### src/rtl/ext_pkg.sv
// ext_pkg: extension mode encodings shared by the extension unit and its core.
package ext_pkg;
    localparam int MODE_W = 3;
    localparam logic [MODE_W-1:0] EXT_SIGN     = 3'd0;
    localparam logic [MODE_W-1:0] EXT_ZERO     = 3'd1;
    localparam logic [MODE_W-1:0] EXT_HIGH     = 3'd2;
    localparam logic [MODE_W-1:0] EXT_SIGN_SHL = 3'd3;
    localparam logic [MODE_W-1:0] EXT_LB       = 3'd4;
    localparam logic [MODE_W-1:0] EXT_LBU      = 3'd5;
    localparam logic [MODE_W-1:0] EXT_LH       = 3'd6;
    localparam logic [MODE_W-1:0] EXT_LHU      = 3'd7;
endpackage

### src/rtl/ext_core.sv
// ext_core: combinational immediate extension and sub-word load extraction.
module ext_core
    import ext_pkg::*;
#(
    parameter int DATA_W = 32,
    parameter int IMM_W  = 16,
    parameter int SHL_N  = 2,
    parameter int OFF_W  = $clog2(DATA_W/8)
) (
    input  logic [MODE_W-1:0] mode,
    input  logic [DATA_W-1:0] word,
    input  logic [OFF_W-1:0]  off,
    output logic [DATA_W-1:0] data,
    output logic              err
);
    localparam logic [OFF_W-1:0] MAX_H = OFF_W'(DATA_W/8-2);
    logic [IMM_W-1:0]  imm;
    logic [DATA_W-1:0] sext;
    logic [DATA_W-1:0] sh;
    logic [7:0]        b;
    logic [15:0]       h;
    logic              h_bad;
    assign imm   = word[IMM_W-1:0];
    assign sext  = {{(DATA_W-IMM_W){imm[IMM_W-1]}}, imm};
    assign sh    = word >> {off, 3'b000};
    assign b     = sh[7:0];
    assign h     = sh[15:0];
    // a halfword must be even-aligned and lie fully inside the word
    assign h_bad = off[0] | (off > MAX_H);
    always_comb begin
        data = '0;
        err  = 1'b0;
        case (mode)
            EXT_SIGN:     data = sext;
            EXT_ZERO:     data = {{(DATA_W-IMM_W){1'b0}}, imm};
            EXT_HIGH:     data = {imm, {(DATA_W-IMM_W){1'b0}}};
            EXT_SIGN_SHL: data = sext << SHL_N;
            EXT_LB,
            EXT_LBU:      data = {{(DATA_W-8){~mode[0] & b[7]}}, b};
            default: begin
                err  = h_bad;
                data = h_bad ? '0 : {{(DATA_W-16){~mode[0] & h[15]}}, h};
            end
        endcase
    end
endmodule

### src/rtl/ext_unit.sv
// ext_unit: extension core behind a registered valid/ready output with a one-entry skid.
module ext_unit
    import ext_pkg::*;
#(
    parameter int DATA_W = 32,
    parameter int IMM_W  = 16,
    parameter int SHL_N  = 2,
    parameter int OFF_W  = $clog2(DATA_W/8)
) (
    input  logic              clk,
    input  logic              reset,
    input  logic              flush,
    input  logic              in_valid,
    output logic              in_ready,
    input  logic [2:0]        in_mode,
    input  logic [DATA_W-1:0] in_word,
    input  logic [OFF_W-1:0]  in_off,
    output logic              out_valid,
    input  logic              out_ready,
    output logic [DATA_W-1:0] out_data,
    output logic              out_err,
    output logic [1:0]        occupancy
);
    logic [DATA_W-1:0] new_data, out_data_d, out_data_q, skid_data_d, skid_data_q;
    logic              new_err, out_err_d, out_err_q, skid_err_d, skid_err_q;
    logic              out_valid_d, out_valid_q, skid_valid_d, skid_valid_q;
    logic              push, pop;

    ext_core #(.DATA_W(DATA_W), .IMM_W(IMM_W), .SHL_N(SHL_N), .OFF_W(OFF_W)) u_core (
        .mode (in_mode),
        .word (in_word),
        .off  (in_off),
        .data (new_data),
        .err  (new_err)
    );

    assign in_ready  = ~skid_valid_q & ~flush & ~reset;
    assign push      = in_valid & in_ready;
    assign pop       = out_valid_q & out_ready;
    assign out_valid = out_valid_q;
    assign out_data  = out_data_q;
    assign out_err   = out_err_q;
    assign occupancy = {1'b0, out_valid_q} + {1'b0, skid_valid_q};

    always_comb begin
        out_valid_d  = out_valid_q;
        out_data_d   = out_data_q;
        out_err_d    = out_err_q;
        skid_valid_d = skid_valid_q;
        skid_data_d  = skid_data_q;
        skid_err_d   = skid_err_q;
        if (flush) begin
            out_valid_d  = 1'b0;
            skid_valid_d = 1'b0;
        end else if (skid_valid_q & pop) begin
            out_data_d   = skid_data_q;
            out_err_d    = skid_err_q;
            skid_valid_d = 1'b0;
        end else if (push & (~out_valid_q | pop)) begin
            out_data_d  = new_data;
            out_err_d   = new_err;
            out_valid_d = 1'b1;
        end else if (push) begin
            skid_data_d  = new_data;
            skid_err_d   = new_err;
            skid_valid_d = 1'b1;
        end else if (pop) begin
            out_valid_d = 1'b0;
        end
    end

    always_ff @(posedge clk or posedge reset) begin
        if (reset) begin
            out_valid_q  <= 1'b0;
            out_data_q   <= '0;
            out_err_q    <= 1'b0;
            skid_valid_q <= 1'b0;
            skid_data_q  <= '0;
            skid_err_q   <= 1'b0;
        end else begin
            out_valid_q  <= out_valid_d;
            out_data_q   <= out_data_d;
            out_err_q    <= out_err_d;
            skid_valid_q <= skid_valid_d;
            skid_data_q  <= skid_data_d;
            skid_err_q   <= skid_err_d;
        end
    end
endmodule

### config.mk
export PLATFORM = sky130hd
export DESIGN_NAME = ext_unit
export DESIGN_NICKNAME = d
export VERILOG_FILES = /design/src/rtl/ext_pkg.sv /design/src/rtl/ext_core.sv /design/src/rtl/ext_unit.sv
export SDC_FILE = /design/constraint.sdc
export NUM_CORES = 1
export LEC_CHECK = 0
export BUFFER_PORTS_ARGS = -buffer_cell sky130_fd_sc_hd__buf_2
export CAP_MARGIN = 20
export CORE_AREA = 2 2 87 89
export DETAILED_ROUTE_END_ITERATION = 16
export DIE_AREA = 0 0 89 91
export GPL_ROUTABILITY_DRIVEN = 0
export PLACE_DENSITY_LB_ADDON = 0.2
export SYNTH_ARGS = -nofsm -noshare
export SYNTH_HDL_FRONTEND = slang
export SYNTH_HIERARCHICAL = 1
export SYNTH_SLANG_ARGS = --single-unit
### constraint.sdc
create_clock -name clk -period 2.35 [get_ports clk]
set_input_delay 0.235 -clock clk [delete_from_list [all_inputs] [get_ports clk]]
set_output_delay 0.235 -clock clk [all_outputs]
set_load 0.005 [all_outputs]
==> flow_summary.ini <==
[worst_setup_path]
r2r_end = out_data[29]
crit_required_ns = 2.58
reg2reg_slack_ns = 0.39
crit_buf_inv = 1
start_kind = flop
critPathKind = reg2reg
path_cells = or3b_4 -> a211oi_4 -> buf_12 -> mux2_2
crit_fanout = 33
critPathArrivalTime_ns = 2.20
reg2reg_depth = 4
cp-end-kind = flop
crit_family = flip-flops
crit_slowest_cell = dfrtp_1
cp_slowest_stage_delay_ns = 0.47
r2r_start = skid_valid_q

[cells_and_area]
final_cell_mix = mux2_2, buf_2, dfrtp_1
nNetsFinal = 427
synthToLayoutAreaGrowth_pct = 17.05
finish.instance_area_um2 = 4484
final_common_cell = mux2_2
utilization = 0.6283
diodes = 0
layout-drive-gt1-share = 0.5476

[logic_synthesis]
syn_inst = 309
yosys_register_bits = 68
synth_area_per_cell_um2 = 12.40
synth_edf_count = 0
ys_types = 45
ys.warnings.count = 6
synth_nets = 352
syn-cell-area_um2 = 3831
ys_seq_area_frac = 0.4442
synthArstFlopShare = 1.000
synth-main-ff-cell = dfrtp_1

[detailed_routing]
wl_per_cell_um = 17.93
dr_total_vias = 2801
drc = 0
wl_met3_um = 434
wl_met2_um = 4163
drt-pass1-iter-count = 5
drt_iter0_markers = 144
ant_nets = 0
highest_layer = met4
vias_per_cell = 5.740
wl_met1_um = 3968
wl_um = 8750

[sta]
maxSlewViolCount = 0
clock.fmax_mhz = 509.5
period_minus_slack_ns = 1.963
whs_ns = 0.1296
hold_viol = 0
relSlewSlack = 0.4400
rsz0062_at_grt = no
fin_skew_ns = 0.005392
max_slew.worst_pin.slew_ns = 0.8400
finalSetupViolCount = 0
setup_tns_ns = 0
fin_crit_sh = 0.8352

[run]
maxCapViolations = 0

[clock_tree]
clock_sinks = 68
cts_tree = yes
cts_hold_buffers = 0
clkSlewWorstSetupHoldPaths_ns = 0.07
h-tree-depth = 3
root_buffer = clkbuf_8
cts_buffers = 9
cts_resized = 0
ctsLongestPathBuffers = 2
insertion_delay_ns = 0.34
post_cts_buffers = 0

[pwr]
p_leak_nw = 2.242
pwr_density_cell_nw_per_um2 = 686.2
ir_drop_mv = 0.4155
power_mw = 3.077

[place]
dpl.hpwl_um = 6063
placed_area_um2 = 4283
numPortBuffers = 78

[global_route]
grt_use_total = 0.2318
grt_pass1_wl_um = 14360
antenna_found_initial = 0
grt_pass1_vias = 2882
grt_overflow_total = 0
grt_max_degree = 69

[worst_hold_path]
hold_class = in2reg
hold_depth = 2
min_from = flush
holdPathEnd = out_valid

[floorplanning]
fp.dieH_um = 91
start_util = 0.5368
io_pins = 79
die_x_um = 89
core_area_um2 = 7137
row_count = 31
die-area_um2 = 8099

[run_status]
status = finished, final reports clean
==> report_power, final <==
group          leakage, nW  internal [mW]  switching, mW
Clock               0.0983          0.516          0.456
Sequential           0.899           1.36         0.0918
Combinational         1.24          0.363          0.289
Total                 2.24           2.24          0.836
==> final cells by class <==
type	count	area [µm²]
Fill cell	611	2653
Multi-Input combinational cell	214	1976
Sequential cell	68	1702
Timing Repair Buffer	85	455.4
Clock buffer	10	137.6
Tap cell	99	123.9
Clock inverter	6	63.81
Inverter	6	26.28
==> cells by family after synthesis <==
group | share of synthesized area
compound gates | 0.09080
xor+xnor | 0.002287
fa+ha+maj | 0.003265
buf+inv | 0.04017
flops | 0.4442
mux | 0.3289
simple gates | 0.09046
==> registers in the layout, summed over array words and instances, names as in the netlist <==
signal        flops
out_err           1
skid_err_q        1
skid_data_q      32
out_valid         1
out_data         32
skid_valid_q      1
==> layer usage <==
metal | GRT usage | vias to the layer above
met1 | 0.3197 | 1379
met5 | 0 | -
li1 | - | 1318
met3 | 0.05545 | 15
met2 | 0.3545 | 89
met4 | 0.08458 | 0
==> per-stage QoR <==
stage	std cells	setup WS, ns
after floorplan	309	-0.1388
after global placement	472	0.2290
after detailed placement	472	0.1880
after CTS	488	0.3722
after global routing	488	0.3464
final	488	0.3872
==> cells in the mapped netlist, drive strengths merged (4+ instances only) <==
cell	n	area, µm²
a22oi	8	60.06
mux2i	10	100.1
a221o	5	50.05
buf	14	105.1
nand2	16	62.56
mux2	101	1137
dfrtp	68	1702
nor2	4	15.01
o21ai	6	33.78
nand4	15	93.84
inv	6	22.52
nor2b	4	25.02
o221ai	8	70.07
clkbuf	7	26.28
==> worst max-delay path by stage <==
stage,cells after the start,end,from
floorplan,4,skid_data_q[10],reset
global placement,6,out_data[26],in_off[1]
detailed placement,6,out_data[26],in_off[1]
CTS,4,out_data[6],skid_valid_q
global route,4,out_data[16],skid_valid_q
finish,4,out_data[29],skid_valid_q
(Power assumes the default switching activity.)
